===== config.mk =====
export PLATFORM = sky130hd
export DESIGN_NAME = axi_stream_remove_header
export DESIGN_NICKNAME = d
export VERILOG_FILES = /design/src/rtl/axi_stream_remove_header.sv
export SDC_FILE = /design/constraint.sdc
export NUM_CORES = 1
export LEC_CHECK = 0
export BUFFER_PORTS_ARGS = -buffer_cell sky130_fd_sc_hd__buf_2
export CAP_MARGIN = 15
export CORE_MARGIN = 2
export CORE_UTILIZATION = 50
export DETAILED_ROUTE_END_ITERATION = 7
export GPL_TIMING_DRIVEN = 0
export PLACE_DENSITY = 0.7
export SYNTH_ARGS = -nofsm -noshare
export SYNTH_HDL_FRONTEND = slang
export SYNTH_SLANG_ARGS = --single-unit

===== constraint.sdc =====
create_clock -name clk -period 8.4 [get_ports clk]
set_clock_uncertainty 0.2 [all_clocks]
set_input_delay 0.42 -clock clk [delete_from_list [all_inputs] [get_ports clk]]
set_output_delay 0.42 -clock clk [all_outputs]
set_load 0.05 [all_outputs]

===== src/rtl/axi_stream_remove_header.sv =====
// axi_stream_remove_header: strips a per-frame count of leading bytes from
// an AXI-Stream frame and re-packs the remaining bytes MSB-first so that
// every non-final output beat is full. The output stage is registered and
// sustains one beat per cycle.
module axi_stream_remove_header #(
    parameter int DATA_WD      = 32,
    parameter int DATA_BYTE_WD = DATA_WD / 8,
    parameter int BYTE_CNT_WD  = $clog2(DATA_BYTE_WD)
) (
    input  logic                    clk,
    input  logic                    rst,
    input  logic                    valid_in,
    input  logic [DATA_WD-1:0]      data_in,
    input  logic [DATA_BYTE_WD-1:0] keep_in,
    input  logic                    last_in,
    input  logic [BYTE_CNT_WD:0]    byte_remove_cnt,
    output logic                    ready_in,
    output logic                    valid_out,
    output logic [DATA_WD-1:0]      data_out,
    output logic [DATA_BYTE_WD-1:0] keep_out,
    output logic                    last_out,
    input  logic                    ready_out
);
    // Byte counts reach residue (<= N-1) plus one beat (<= N), so two
    // extra bits over the byte index cover every intermediate total.
    localparam int                CNT_WD = BYTE_CNT_WD + 2;
    localparam logic [CNT_WD-1:0] FULL   = CNT_WD'(DATA_BYTE_WD);

    typedef enum logic [1:0] {S_FIRST, S_STREAM, S_FLUSH} state_t;

    state_t                  state, state_nxt;
    logic [DATA_WD-1:0]      res_data, res_data_nxt;   // MSB-aligned, zero padded
    logic [CNT_WD-1:0]       res_cnt, res_cnt_nxt;

    logic                    out_free, accept;
    logic [DATA_WD-1:0]      beat_mask, beat_sh;
    logic [CNT_WD-1:0]       n_in, r_clamp, drop, total, remain;
    logic [2*DATA_WD-1:0]    merged;

    logic                    load, load_last;
    logic [DATA_WD-1:0]      load_data;
    logic [DATA_BYTE_WD-1:0] load_keep;

    // Leading-ones keep mask for a beat carrying cnt bytes.
    function automatic logic [DATA_BYTE_WD-1:0] lead_ones(input logic [CNT_WD-1:0] cnt);
        logic [DATA_BYTE_WD-1:0] m;
        m = '0;
        for (int j = 0; j < DATA_BYTE_WD; j++)
            if (CNT_WD'(DATA_BYTE_WD - 1 - j) < cnt) m[j] = 1'b1;
        return m;
    endfunction

    // Output register is free when empty or being drained this cycle.
    assign out_free = !valid_out || ready_out;
    assign ready_in = !rst && (state != S_FLUSH) && out_free;
    assign accept   = valid_in && ready_in;

    // Mask invalid bytes, strip the head bytes and append the beat behind the residue.
    always_comb begin
        beat_mask = '0;
        n_in      = '0;
        for (int j = 0; j < DATA_BYTE_WD; j++) begin
            if (keep_in[j]) begin
                beat_mask[j*8 +: 8] = data_in[j*8 +: 8];
                n_in = n_in + CNT_WD'(1);
            end
        end
        r_clamp = (CNT_WD'(byte_remove_cnt) > FULL) ? FULL : CNT_WD'(byte_remove_cnt);
        drop    = '0;
        if (state == S_FIRST)
            drop = (r_clamp < n_in) ? r_clamp : n_in;
        beat_sh = beat_mask << {drop, 3'b000};
        total   = res_cnt + n_in - drop;
        remain  = total - FULL;
        merged  = {res_data, {DATA_WD{1'b0}}}
                | ({beat_sh, {DATA_WD{1'b0}}} >> {res_cnt, 3'b000});
    end

    // Next state, residue update and the beat to load into the output register.
    always_comb begin
        state_nxt    = state;
        res_data_nxt = res_data;
        res_cnt_nxt  = res_cnt;
        load         = 1'b0;
        load_data    = merged[2*DATA_WD-1 -: DATA_WD];
        load_keep    = '1;
        load_last    = 1'b0;
        case (state)
            S_FLUSH: begin
                if (out_free) begin
                    load         = 1'b1;
                    load_data    = res_data;
                    load_keep    = lead_ones(res_cnt);
                    load_last    = 1'b1;
                    res_data_nxt = '0;
                    res_cnt_nxt  = '0;
                    state_nxt    = S_FIRST;
                end
            end
            default: begin
                if (accept) begin
                    state_nxt = last_in ? S_FIRST : S_STREAM;
                    if (total >= FULL) begin
                        // A full beat is ready; the remainder stays behind.
                        load         = 1'b1;
                        res_data_nxt = merged[DATA_WD-1:0];
                        res_cnt_nxt  = remain;
                        if (last_in) begin
                            if (remain != '0) state_nxt = S_FLUSH;
                            else              load_last = 1'b1;
                        end
                    end else if (last_in) begin
                        // Short tail: emit as partial beat, or drop an empty frame.
                        load         = (total != '0);
                        load_keep    = lead_ones(total);
                        load_last    = 1'b1;
                        res_data_nxt = '0;
                        res_cnt_nxt  = '0;
                    end else begin
                        res_data_nxt = merged[2*DATA_WD-1 -: DATA_WD];
                        res_cnt_nxt  = total;
                    end
                end
            end
        endcase
    end

    // FSM state and residue registers.
    always_ff @(posedge clk) begin
        if (rst) begin
            state    <= S_FIRST;
            res_data <= '0;
            res_cnt  <= '0;
        end else begin
            state    <= state_nxt;
            res_data <= res_data_nxt;
            res_cnt  <= res_cnt_nxt;
        end
    end

    // Output register: reloads whenever freed, holds while stalled.
    always_ff @(posedge clk) begin
        if (rst) begin
            valid_out <= 1'b0;
            data_out  <= '0;
            keep_out  <= '0;
            last_out  <= 1'b0;
        end else if (out_free) begin
            valid_out <= load;
            if (load) begin
                data_out <= load_data;
                keep_out <= load_keep;
                last_out <= load_last;
            end
        end
    end
endmodule

==> impl_metrics.yaml <==
outcome:
  status: "finished clean"
clock_tree:
  clkSinkCount: 76
  cts_tree: "done"
  root_buffer: "clkbuf_8"
  clk_pin_slew_ns: 0.09
  insertion_delay_ns: 0.36
  post_cts_resize_count: 0
  post_cts_buffers: 0
  clk_path_buf_depth: 2
  holdBufCountCts: 0
  cts_buffers: 9
  h-tree-depth: 3
synth:
  ys_seq_elements: 76
  synth_edf_count: 0
  netlist_area_mm2: 0.00526
  synthDominantCellAreaShare_pct: 28.9
  yosysSeqAreaShare_pct: 28.9
  ys_warn_count: 0
  synthFlopType: "dfxtp_1"
  yosys.area.top_type: "dfxtp_1"
  async_flop_share_pct: 0
  syn_inst: 699
  avgSynthCellArea_um2: 7.53
  synth.area.top_cells: "dfxtp_1 (29%), nor3_1 (6.0%), nor2_1 (5.6%)"
  synth.distinct_cells: 63
  synth.most_common_cell: "nor2_1"
  synth_commonest_cells: "nor2_1 (79), nand2_1 (78), dfxtp_1 (76)"
  synth_fp_nets: 758
sta:
  slew_violations: 0
  setup_violations: 0
  hold_violations: 0
  slew-limit-headroom_pct: 21.7
  post-route-min-period_ns: 7.43
  timing.fmax_ghz: 0.135
  tns_ns: 0
  worst_slack_ns: 0.975
  rsz0062_at_grt: "no"
  fin_crit_sh_pct: 88.4
  worstMarginPinSlew_ns: 1.17
place:
  io_buffers: 82
  placed_cells: 917
  dp_slack_ns: 0.794
  hpwl_mm: 14.9
  gp_congestion: 1.01
final_layout:
  fill_cells: 1028
  multi_input_area_mm2: 0.00345
  regArea_mm2: 0.00152
  utilization_pct: 58.7
  drive_above_1_share_pct: 14.7
  finalNonFillerCells: 933
  diodes: 0
  syn_to_final_growth_pct: 14.6
  nNetsFinal: 851
pwr:
  power_mw: 1.97
  p_leak_nw: 2.44
  power_density_mw_per_mm2: 327
  ir_drop_v: 0.000250
critical_path:
  slowest_stage: "nor3_1"
  required_ns: 8.50
  critPathArrivalTime_ns: 7.52
  critPathMaxFanout: 10
  cp-start-kind: "input port"
  path_class: "input port to flop"
  endpoint_kind: "flop"
  worst_path_largest_cell_delay_ns: 0.88
  crit_path_frequent_cell: "ha_1"
detailed_routing:
  drc_errors: 0
  ant_nets: 0
  drtIter0Drc: 539
  vias: 5932
  first_pass_iters: 5
  wl_per_cell_um: 20.4
  vias_per_cell: 6.36
  routed_wl_mm: 19.0
floorplan:
  fp.dieW_um: 107
  die-area_mm2: 0.0114
  start_util_pct: 51.2
  dieHeight_um: 107
  rows: 37
  pin_count: 83
  coreArea_mm2: 0.0103
global_routing:
  grt_max_degree: 14
  antenna_found_initial: 0
  grtUsageTotal_pct: 34.0
  grt_pass1_vias: 5676
  overflow: 0
  grt_first_pass_wirelength_mm: 30.0
worst_hold_path:
  worstHoldPathType: "input port to flop"
flow_run:
  max_cap_viol_count: 0
## final timing paths
check	startpoint	to	slack (ns)	cells past startpoint
setup / recovery	keep_in[0]	res_data[23]	0.97	29
hold / removal	last_in	state[0]	0.10	2
setup reg to reg	state[0]	res_data[23]	2.33	22
hold reg to reg	res_data[3]	res_data[3]	0.27	2
## layout by cell type, fill, tap and decap left out, drive strengths merged, types with 19 or more instances in the layout
| cell type | netlist | final |
|---|---|---|
| buf | 11 | 93 |
| nor2 | 79 | 79 |
| a31oi | 19 | 19 |
| a211oi | 21 | 21 |
| dfxtp | 76 | 76 |
| mux2i | 34 | 34 |
| nand2 | 78 | 78 |
| nor3 | 63 | 63 |
| clkbuf | 44 | 54 |
| a21oi | 45 | 45 |
| o21ai | 41 | 41 |
## metal layers
metal	share of wire, %	wire, µm	vias to the layer above	global-route usage (%)
met1	44	8350	2833	45.5
met2	46	8690	280	54.5
li1	-	-	2776	-
met3	7.0	1330	43	6.14
met5	0	0	-	0
met4	3.3	622	0	13.2
## state kept, by name, indices dropped and copies added (netlist names)
| signal | count |
|---|---|
| state | 2 |
| data_out | 32 |
| valid_out | 1 |
| res_cnt | 4 |
| keep_out | 4 |
| last_out | 1 |
| res_data | 32 |
## cell type report
type	instances	share of cell area (%)
Multi-Input combinational cell	551	57.1
Sequential cell	76	25.2
Timing Repair Buffer	82	6.80
Buffer	55	3.86
Tap cell	136	2.82
Clock buffer	10	2.11
Inverter	17	1.06
Clock inverter	6	1.04
## metrics by stage
| step | hold WS [ns] | cell area, µm² |
|---|---|---|
| after floorplan | 0.225 | 5260 |
| after global placement | 0.236 | 5840 |
| after detailed placement | 0.247 | 5840 |
| after CTS | 0.102 | 6030 |
| after global routing | 0.122 | 6030 |
| final | 0.103 | 6030 |
## power breakdown
part / internal [mW] / total, mW / leakage (nW) / switching (mW)
clock network: 0.137 / 0.278 / 0.100 / 0.141
logic: 0.343 / 1.22 / 1.72 / 0.882
registers: 0.431 / 0.468 / 0.619 / 0.0367
## worst max-delay path, delay by kind of cell
| kind | cells | cell delay [ns] |
|---|---|---|
| AND/OR/NAND/NOR | 7 | 2.29 |
| AO/OA/AOI/OAI | 5 | 1.14 |
| XOR/XNOR | 1 | 0.33 |
| buffers and inverters | 10 | 1.64 |
| adder cells (fa/ha/maj) | 6 | 1.68 |
## kinds of logic after synthesis
logic type	synth area share (%)
AO/OA/AOI/OAI	28.4
AND/OR/NAND/NOR	24.1
flip-flops	28.9
adder cells (fa/ha/maj)	3.99
buffers and inverters	5.63
XOR/XNOR	1.09
multiplexers	7.94
(Power assumes the default switching activity.)
